`config.mk`:
```
export PLATFORM = sky130hd
export DESIGN_NAME = redmule_mx_input_stage
export DESIGN_NICKNAME = d
export VERILOG_FILES = /design/src/rtl/redmule_mx_input_stage.sv
export SDC_FILE = /design/constraint.sdc
export NUM_CORES = 1
export LEC_CHECK = 0
export ABC_AREA = 0
export CORE_AREA = 5 5 760 762
export DETAILED_ROUTE_END_ITERATION = 10
export DIE_AREA = 0 0 765 767
export SYNTH_ARGS = -nofsm -noshare
export SYNTH_HDL_FRONTEND = slang
export SYNTH_SLANG_ARGS = --single-unit
```
`constraint.sdc`:
```
create_clock -name clk_i -period 11.6 [get_ports clk_i]
set_input_delay 2.9 -clock clk_i [delete_from_list [all_inputs] [get_ports clk_i]]
set_output_delay 2.9 -clock clk_i [all_outputs]
set_load 0.1 [all_outputs]
```
`src/rtl/redmule_mx_input_stage.sv`:
```
`timescale 1ns/1ps
`default_nettype none
// ============================================================================
// Module   : redmule_mx_input_stage
// Brief    : Splits packed MX memory beats into MX blocks paired with shared
//            exponents, or passes non-MX beats straight through.
// Options  : REDMULE_MX_EXP_FIFO_EN - 4-deep exponent FIFO instead of a
//            single exponent register.
// Revision : 1.0 - initial release
// ============================================================================
module redmule_mx_input_stage #(
  parameter int unsigned DATAW_ALIGN = 512,
  parameter int unsigned MX_BLOCK_W  = 256,
  parameter int unsigned CNT_W       = 16
) (
  input  logic                     clk_i,
  input  logic                     rst_i,
  input  logic                     clear_i,
  input  logic                     mx_enable_i,

  input  logic                     beat_valid_i,
  output logic                     beat_ready_o,
  input  logic [DATAW_ALIGN-1:0]   beat_data_i,
  input  logic [DATAW_ALIGN/8-1:0] beat_strb_i,

  input  logic                     exp_valid_i,
  output logic                     exp_ready_o,
  input  logic [DATAW_ALIGN-1:0]   exp_data_i,

  output logic                     blk_valid_o,
  input  logic                     blk_ready_i,
  output logic [MX_BLOCK_W-1:0]    blk_data_o,
  output logic [7:0]               blk_exp_o,
  output logic                     blk_last_o,

  output logic                     byp_valid_o,
  input  logic                     byp_ready_i,
  output logic [DATAW_ALIGN-1:0]   byp_data_o,
  output logic [DATAW_ALIGN/8-1:0] byp_strb_o,

  output logic [CNT_W-1:0]         blk_count_o
);

  localparam int unsigned STRB_W     = DATAW_ALIGN / 8;
  localparam int unsigned BLK_STRB_W = MX_BLOCK_W / 8;

  typedef enum logic [1:0] {
    ST_EMPTY = 2'd0,
    ST_LOW   = 2'd1,
    ST_HIGH  = 2'd2
  } state_e;

  state_e                   state_q, state_d;
  logic [DATAW_ALIGN-1:0]   beat_q, beat_d;
  logic                     hi_nz_q, hi_nz_d;
  logic [CNT_W-1:0]         cnt_q, cnt_d;

  logic                     w_mx_active;
  logic                     w_blk_hs;
  logic                     w_beat_hs;
  logic                     w_beat_done;
  logic                     w_exp_avail;
  logic [7:0]               w_exp_head;
  logic                     w_exp_push;
  logic                     w_exp_pop;

  // Only the low byte of the exponent beat carries information.
  logic                     unused_exp_hi;
  assign unused_exp_hi = ^exp_data_i[DATAW_ALIGN-1:8];

  // A held beat keeps the block path selected until it has fully drained.
  assign w_mx_active = mx_enable_i | (state_q != ST_EMPTY);

  assign blk_valid_o = (state_q != ST_EMPTY) & w_exp_avail;
  assign blk_data_o  = (state_q == ST_HIGH) ? beat_q[DATAW_ALIGN-1:MX_BLOCK_W]
                                            : beat_q[MX_BLOCK_W-1:0];
  assign blk_exp_o   = w_exp_head;
  assign blk_last_o  = (state_q == ST_HIGH) | ((state_q == ST_LOW) & ~hi_nz_q);
  assign blk_count_o = cnt_q;

  assign w_blk_hs    = blk_valid_o & blk_ready_i;
  assign w_beat_done = w_blk_hs & blk_last_o;
  assign w_exp_pop   = w_blk_hs;
  assign w_exp_push  = exp_valid_i & exp_ready_o;

  // Refill on the completing handshake only while MX stays enabled, so a
  // beat arriving after mx_enable_i drops is left for the bypass path.
  assign beat_ready_o = w_mx_active
                      ? ((state_q == ST_EMPTY) | (w_beat_done & mx_enable_i))
                      : byp_ready_i;
  assign w_beat_hs    = w_mx_active & beat_valid_i & beat_ready_o;

  assign byp_valid_o = ~w_mx_active & beat_valid_i;
  assign byp_data_o  = beat_data_i;
  assign byp_strb_o  = beat_strb_i;

  always_comb begin
    state_d = state_q;
    beat_d  = beat_q;
    hi_nz_d = hi_nz_q;
    cnt_d   = cnt_q;
    if (w_beat_hs) begin
      state_d = ST_LOW;
      beat_d  = beat_data_i;
      hi_nz_d = |beat_strb_i[STRB_W-1:BLK_STRB_W];
    end else if (w_beat_done) begin
      state_d = ST_EMPTY;
    end else if (w_blk_hs && (state_q == ST_LOW)) begin
      state_d = ST_HIGH;
    end
    if (w_blk_hs) begin
      cnt_d = cnt_q + {{(CNT_W-1){1'b0}}, 1'b1};
    end
    if (clear_i) begin
      state_d = ST_EMPTY;
      cnt_d   = '0;
    end
  end

  always_ff @(posedge clk_i or posedge rst_i) begin
    if (rst_i) begin
      state_q <= ST_EMPTY;
      cnt_q   <= '0;
    end else begin
      state_q <= state_d;
      cnt_q   <= cnt_d;
    end
  end

  // Held beat contents are meaningless in EMPTY, so they carry no reset.
  always_ff @(posedge clk_i) begin
    beat_q  <= beat_d;
    hi_nz_q <= hi_nz_d;
  end

`ifdef REDMULE_MX_EXP_FIFO_EN
  logic [7:0] fifo_q [4];
  logic [7:0] fifo_d [4];
  logic [1:0] wr_q, wr_d, rd_q, rd_d;
  logic [2:0] fcnt_q, fcnt_d;
  logic       w_full;

  assign w_full      = (fcnt_q == 3'd4);
  assign w_exp_avail = (fcnt_q != 3'd0);
  assign w_exp_head  = fifo_q[rd_q];
  assign exp_ready_o = w_mx_active & (~w_full | w_exp_pop);

  always_comb begin
    fifo_d = fifo_q;
    wr_d   = wr_q;
    rd_d   = rd_q;
    fcnt_d = fcnt_q + {2'b00, w_exp_push} - {2'b00, w_exp_pop};
    if (w_exp_push) begin
      fifo_d[wr_q] = exp_data_i[7:0];
      wr_d         = wr_q + 2'd1;
    end
    if (w_exp_pop) begin
      rd_d = rd_q + 2'd1;
    end
    if (clear_i) begin
      wr_d   = 2'd0;
      rd_d   = 2'd0;
      fcnt_d = 3'd0;
    end
  end

  always_ff @(posedge clk_i or posedge rst_i) begin
    if (rst_i) begin
      wr_q   <= 2'd0;
      rd_q   <= 2'd0;
      fcnt_q <= 3'd0;
    end else begin
      wr_q   <= wr_d;
      rd_q   <= rd_d;
      fcnt_q <= fcnt_d;
    end
  end

  always_ff @(posedge clk_i) begin
    fifo_q <= fifo_d;
  end
`else
  logic       exp_vld_q, exp_vld_d;
  logic [7:0] exp_q, exp_d;

  assign w_exp_avail = exp_vld_q;
  assign w_exp_head  = exp_q;
  // Same-cycle refill keeps one block per cycle with a single register.
  assign exp_ready_o = w_mx_active & (~exp_vld_q | w_exp_pop);

  always_comb begin
    exp_vld_d = exp_vld_q;
    exp_d     = exp_q;
    if (w_exp_pop) begin
      exp_vld_d = 1'b0;
    end
    if (w_exp_push) begin
      exp_vld_d = 1'b1;
      exp_d     = exp_data_i[7:0];
    end
    if (clear_i) begin
      exp_vld_d = 1'b0;
    end
  end

  always_ff @(posedge clk_i or posedge rst_i) begin
    if (rst_i) begin
      exp_vld_q <= 1'b0;
    end else begin
      exp_vld_q <= exp_vld_d;
    end
  end

  always_ff @(posedge clk_i) begin
    exp_q <= exp_d;
  end
`endif

endmodule
`default_nettype wire
```
======== Yosys cells after proc, flatten, opt, wreduce, memory -nomap -nowiden ========
Index checks and enable logic that the tools add are counted.
storage, ports and cells
  flip-flop bits (word level) ............. 540
  input bits .............................. 1096
  output and inout bits ................... 861
  logic and storage cells ................. 44
operators by class
  add/sub/neg operators ................... 1
  eq/ne operators ......................... 2
  mux-type cells .......................... 11
  bitwise logic cells ..................... 17
  reductions and logical operators ........ 7
operator list
  cell                                                                   number
  256-bit two-way mux                                                    1
  16-bit two-way mux                                                     2
  32-bit OR reduction                                                    1
  16-bit by 1-bit adder with 16-bit output, second input constant        1
  1-bit AND                                                              10
  2-bit two-way mux                                                      4
  1-bit two-way mux                                                      4
  1-bit bitwise OR                                                       4
  2-bit nonzero test                                                     2
  4-bit nonzero test                                                     1
  1-bit NOT                                                              3
  3-bit nonzero test                                                     1
  2-bit by 1-bit equality test with 1-bit output, second input constant  1
  2-bit equality test, second input constant                             1
  2-bit logical NOT                                                      1
  1-bit logical AND                                                      1

======== Logic depth before layout (Yosys ltp) ========
Gate-level depths: netlist of the first run.
  depth after elaboration ................. 10
  gate-level depth with buffers ........... 7
  gate-level depth less buffers ........... 5

======== Worst setup path after synthesis of the first run ========
OpenSTA, ideal clock, no wires.
  path type ............................... input to register
  start ................................... in blk_ready_i
  end ..................................... reg beat_q[0] (enable)
  setup time .............................. 0.860 ns
  arrival ................................. 13.133 ns
  data required time ...................... 10.740 ns
  setup slack ............................. -2.393 ns
  stages .................................. 4
  path buffers ............................ 0
  cells stage by stage .................... nand2_1 a21oi_1 o21bai_1 inv_1
on the way
  word-level cells in the longest chain between the ends .. 6
RTL lines
  item                    RTL line  source
  start: declaration      31        input logic blk_ready_i,
  1-bit AND               81        assign w_blk_hs = blk_valid_o & blk_ready_i;
  1-bit AND               82        assign w_beat_done = w_blk_hs & blk_last_o;
  1-bit AND               89        ? ((state_q == ST_EMPTY) | (w_beat_done & mx_enable_i))
  1-bit bitwise OR        89
  1-bit two-way mux       89
  1-bit AND               91        assign w_beat_hs = w_mx_active & beat_valid_i & beat_ready_o;
  via w_beat_hs           60        logic w_beat_hs;
  end signal: assignment  132       beat_q <= beat_d;
  end: declaration        54        logic [DATAW_ALIGN-1:0] beat_q, beat_d;
The timed path passes the listed nets, and every way through them passes these cells.
A chain may end at the register's enable or synchronous reset.

======== Final worst setup path of the first run ========
  start ................................... in beat_data_i[461]
  end ..................................... out byp_data_o[461]
RTL lines
  item                RTL line  source
  start: declaration  23        input logic [DATAW_ALIGN-1:0] beat_data_i,
  end: declaration    38        output logic [DATAW_ALIGN-1:0] byp_data_o,
No word-level cell between the ends.

==> metrics.cfg, run 1 <==
[outcome]
status=complete, but fails checks
violations=antenna violations

[worst_setup_path]
critPathRequiredTime_ns=8.70
path_max_fanout=2
cp.arrival_ns=4.87
cp_num_buf_inv=2
crit_chain=clkdlybuf4s50_1 -> clkdlybuf4s50_1
path_class=in2out
r2r-end=beat_q[386]
end_kind=output pin
cpMostUsedCell=clkdlybuf4s50_1
slowest_delay_ns=1.22
rr_startpoint=state_q[0]
regToRegSetupSlack_ns=7.23
critPathSlowestCell=clkdlybuf4s50_1
crit_start=beat_data_i[461]
path_depth=2
cp_top_family=buffers and inverters
worstSetupEndpoint=byp_data_o[461]
start_kind=input port
r2r_cells=7

[finish]
fin_util_pct=7.802
drive_gt1_share_pct=19.43
multi_input_area_um2=3510
final_common_cell=clkdlybuf4s50_1
finalNetCount=4004
nFillCells=66260
regArea_um2=16120
syn_to_final_growth_pct=83.88
final_cell_mix=clkdlybuf4s50_1, nand2_1, edfxtp_1

[die]
start_util_pct=4.243
io_pins=1957
die_w_um=765
row_count=278
dieArea_um2=586800
fp.dieH_um=767
coreArea_um2=570800

[clock_network]
cts_buffers=83
cts_tree=yes
path_clk_slew_ns=0.05
insertion_delay_ns=0.79
root_buffer=clkbuf_16
cts.htree.levels=3
clock_sinks=540
clockBufferDepth=4
post_cts_buffers=0
post_cts_resized=0
ctsHoldBuffers=0

[timing]
fmax_mhz=128.7
drv_slew=0
finalSetupViolations=0
layout_worst_path_cycle_share_pct=66.98
hold_viol=0
timing.max_slew.rel_slack_pct=14.12
fin_skew_ns=0.05762
period_minus_slack_ns=7.769
rsz0062_at_grt=no
timing.setup.tns_ns=0
tightestPinTransition_ns=1.284

[route]
num_vias=18960
drcViolationCount=0
ant_nets=1
dr.pass1.iters=5
drt-total-wl_um=298600
avgViaCountPerCell=1.793
detail_route.wl_per_cell_um=28.24
drt_iter0_drc=1196

[power]
ir_drop_mv=0.1251
p_int_mw=4.175
seqPwrFrac_pct=33.1
finalPower_mw=6.850
switching_share_pct=39.05
clock_power_share_pct=38.3
p_leak_nw=14.52
power.switching_mw=2.675
cellPowerDensity_nw_per_um2=153.8
p_comb_share_pct=28.6

[logic_synthesis]
yosysSeqAreaShare_pct=66.56
ys_async_sr_fraction_pct=3.519
ys.flop_type=edfxtp_1
syn_inst=2050
ys_types=35
yosys.area.top_type=edfxtp_1
synth_area_leaders=edfxtp_1, buf_4, nand2_1
syn-cell-area_um2=24220
synth_edf_count=521
yosys_warnings=0
ys_ff_latch=540
syn_avg_cell_area_um2=11.81
syn_nets=3147
synth_top_area_share_pct=64.60

[global_route]
grtUsageMet3_pct=4.063
grt_pass1_wl_um=339800
grt_pass1_vias=18840
grt_use_total_pct=9.768
grt-busiest-layer=met2
grt_max_degree=137
antenna_found_initial=127
grtUsageMet1_pct=12.07
gr-total-overflow=0
use_met2_pct=15.28

[place]
dp_hpwl_um=272800
gp_congestion=0.8724
portBuffers=1388

[job]
maxCapViolCount=0

[hold_path]
hp-class=reg2reg

## cells in the mapped netlist, drive strengths merged (3+ instances only)
cell,n
nand2,778
buf,597
edfxtp,521
clkbuf,42
dfrtp,19
nor2,14
a21oi,12
nor4,9
nand4,7
nor3,5
xor2,5
nand3,4
o21ai,4
o31ai,4
or4,4
xnor2,4
inv,3
nor2b,3
## state kept, by name (all words and copies together), names as in the netlist
| signal | count |
|---|---|
| beat_q | 512 |
| blk_count_o | 16 |
| blk_exp_o | 8 |
| state_q | 2 |
| exp_vld_q | 1 |
| hi_nz_q | 1 |
## cells by family (layout without fill, tap and decap cells)
group,count (synthesis),in the layout,share of synthesized area (%)
flip-flops,540,540,66.56
AO/OA/AOI/OAI,23,23,0.6148
AND/OR/NAND/NOR,835,835,13.44
buffers and inverters,642,1561,19.01
other,0,45,0
XOR/XNOR,9,9,0.3255
adder cells (fa/ha/maj),1,1,0.05166
## routing by layer
layer | share of wire (%) | routed length (um)
met4 | 4.0 | 11860
met3 | 9.8 | 29140
met5 | 0.13 | 380
met1 | 42 | 126400
met2 | 44 | 130800
## worst min path at each step
stage | startpoint | end | slack (ns) | cells past startpoint
5_1_grt | blk_count_o[14] | blk_count_o[14] | 0.60 | 2
3_3_place_gp | blk_count_o[15] | blk_count_o[15] | 0.54 | 2
4_1_cts | blk_count_o[15] | blk_count_o[15] | 0.56 | 2
6_report | blk_count_o[15] | blk_count_o[15] | 0.57 | 2
2_1_floorplan | exp_vld_q | exp_vld_q | 0.62 | 2
3_5_place_dp | blk_count_o[15] | blk_count_o[15] | 0.55 | 2
## per-stage QoR
stage          instance area, um^2  worst slack, ns  instances  hold slack (ns)
3_5_place_dp                 41690            3.822      10380           0.5492
2_1_floorplan                24220           0.1788       2050           0.6213
5_1_grt                      44490            3.790      10560           0.5961
6_report                     44530            3.831      10570           0.5724
3_3_place_gp                 41690            3.828      10380           0.5398
4_1_cts                      44420            3.822      10530           0.5583
## power by group through the flow
stage / Combinational, mW / Clock, mW / Sequential [mW]
after floorplan: 1.31 / 0 / 2.34
after global placement: 2.01 / 0 / 2.30
after detailed placement: 2.01 / 0 / 2.31
after CTS: 2.02 / 2.74 / 2.27
after global routing: 2.02 / 2.80 / 2.27
final: 1.96 / 2.62 / 2.27
## area by class of cell
| type | instances | share of cell area (%) |
|---|---|---|
| diodes | 45 | 0.2529 |
| clock buffers | 105 | 5.012 |
| clock inverters | 42 | 1.127 |
| inverters | 3 | 0.03372 |
| multi-input cells | 868 | 7.881 |
| flip-flops and latches | 540 | 36.20 |
| well taps | 7560 | 21.24 |
| repair buffers | 1411 | 28.25 |
Power figures use the tool's default switching activity.
==> run 2: changes to the inputs <==
--- a/config.mk
+++ b/config.mk
@@ -6,9 +6,9 @@
 export NUM_CORES = 1
 export LEC_CHECK = 0
 export ABC_AREA = 0
-export CORE_AREA = 5 5 760 762
+export CORE_AREA = 5 5 769 771
 export DETAILED_ROUTE_END_ITERATION = 10
-export DIE_AREA = 0 0 765 767
+export DIE_AREA = 0 0 774 776
 export SYNTH_ARGS = -nofsm -noshare
 export SYNTH_HDL_FRONTEND = slang
 export SYNTH_SLANG_ARGS = --single-unit
==> constraint.sdc (replaced) <==
create_clock -name clk_i -period 7.97 [get_ports clk_i]
set_input_delay 1.9925 -clock clk_i [delete_from_list [all_inputs] [get_ports clk_i]]
set_output_delay 1.9925 -clock clk_i [all_outputs]
set_load 0.1 [all_outputs]
==> metrics.cfg, run 2 (same netlist as run 1, synthesis figures left out) <==
[outcome]
status=finished clean

[worst_setup_path]
slowest_delay_ns=1.15
critPathRequiredTime_ns=5.98
crit_chain=nor2b_4 -> buf_4 -> nand2_1 -> nand2_1 -> clkdlybuf4s50_1
rr_startpoint=state_q[0]
cpMostUsedCell=nand2_1
start_kind=flop
critPathSlowestCell=clkdlybuf4s50_1
end_kind=output pin
path_class=reg2out
path_max_fanout=53
cp.arrival_ns=4.44
crit_start=state_q[1]

[clock_network]
root_buffer=clkbuf_16
post_cts_buffers=0
path_clk_slew_ns=0.06
cts_buffers=81
insertion_delay_ns=0.81
post_cts_resized=0
cts_tree=yes
clockBufferDepth=4
cts.htree.levels=3
clock_sinks=540
ctsHoldBuffers=0

[route]
drt-total-wl_um=309900
drcViolationCount=0
drt-met1-wl_um=116600
num_vias=19410
met3_wirelength_um=39510
detail_route.wl_per_cell_um=28.69
avgViaCountPerCell=1.797
dr.pass1.iters=5
drt_iter0_drc=1372
wl_met2_um=139600
highest_layer=met5
ant_nets=0

[finish]
nFillCells=68000
largest_reg_flops=512
drive_gt1_share_pct=20.37
fin_util_pct=7.649
final_cell_area_um2=44640
finalNetCount=4008
final_common_cell=clkdlybuf4s50_1
final_cells=10800
top_register=beat_q
syn_to_final_growth_pct=84.33
final_cell_mix=clkdlybuf4s50_1, nand2_1, edfxtp_1

[global_route]
grt_max_degree=136
gr-total-overflow=0
grt_use_total_pct=9.897
grt_pass1_wl_um=351400
grt_pass1_vias=18900
antenna_found_initial=206

[die]
die_w_um=774
fp.dieH_um=776
coreArea_um2=583600
row_count=281
dieArea_um2=600600
start_util_pct=4.150
io_pins=1957

[timing]
hold_viol=0
finalSetupViolations=0
period_minus_slack_ns=6.428
drv_slew=0
tightestPinTransition_ns=1.282
layout_worst_path_cycle_share_pct=80.65
timing.setup.tns_ns=0
hold_ws_ns=0.5636
timing.max_slew.rel_slack_pct=14.30
fmax_mhz=155.6
fin_skew_ns=0.05070
rsz0062_at_grt=no

[place]
post-place-cells=10610
gp_congestion=0.9463
portBuffers=1388
placed_area_um2=42000
dp_hpwl_um=283100

[power]
p_leak_nw=14.49
ir_drop_mv=0.1455
cellPowerDensity_nw_per_um2=217.9

[hold_path]
hp-class=reg2reg
hold_path.startpoint=blk_count_o[15]

[job]
maxCapViolCount=0

==> run 2: final cells by class <==
class                   count  area, um^2  area share, %
repair buffers           1417       12570          28.17
well taps                7782        9737          21.81
diodes                     49       122.6         0.2747
clock inverters            51       457.9          1.026
flip-flops and latches    540       16120          36.11
multi-input cells         868        3548          7.949
clock buffers              91        2064          4.625
inverters                   3       15.01        0.03363
==> run 2: power by group <==
part / internal [mW] / switching, mW
Combinational: 0.529 / 2.30
Sequential: 3.27 / 0.0358
Clock: 2.04 / 1.55
Total: 5.84 / 3.89
==> run 2: metal layers <==
metal  GRT usage [%]  vias to the layer above
met4           3.350                      126
li1                -                     8048
met1           10.86                     9350
met2           15.97                     1330
met3           5.680                      556
met5         0.01595                        -
==> run 2: critical path, delay by kind of cell (launching register included) <==
family                 cells  cell delay [ns]
buffers and inverters      2             1.82
flip-flops                 1             0.60
AND/OR/NAND/NOR            3             1.18
==> run 2: path summary, 6_finish.rpt <==
path                                    to  slack [ns]  depth (start not counted)
max                         blk_data_o[25]        1.54                          5
max in group asynchronous   blk_count_o[9]        6.05                          3
min                        blk_count_o[15]        0.56                          2
max reg2reg                    beat_q[383]        4.07                          7
min reg2reg                blk_count_o[15]        0.56                          2
min in group asynchronous  blk_count_o[12]        1.60                          3
==> run 2: metrics by stage <==
stage / power [mW] / setup WS (ns)
2_1_floorplan: 5.311 / -2.367
3_3_place_gp: 6.251 / 1.844
3_5_place_dp: 6.255 / 1.852
4_1_cts: 10.00 / 1.028
5_1_grt: 10.08 / 1.083
6_report: 9.725 / 1.542
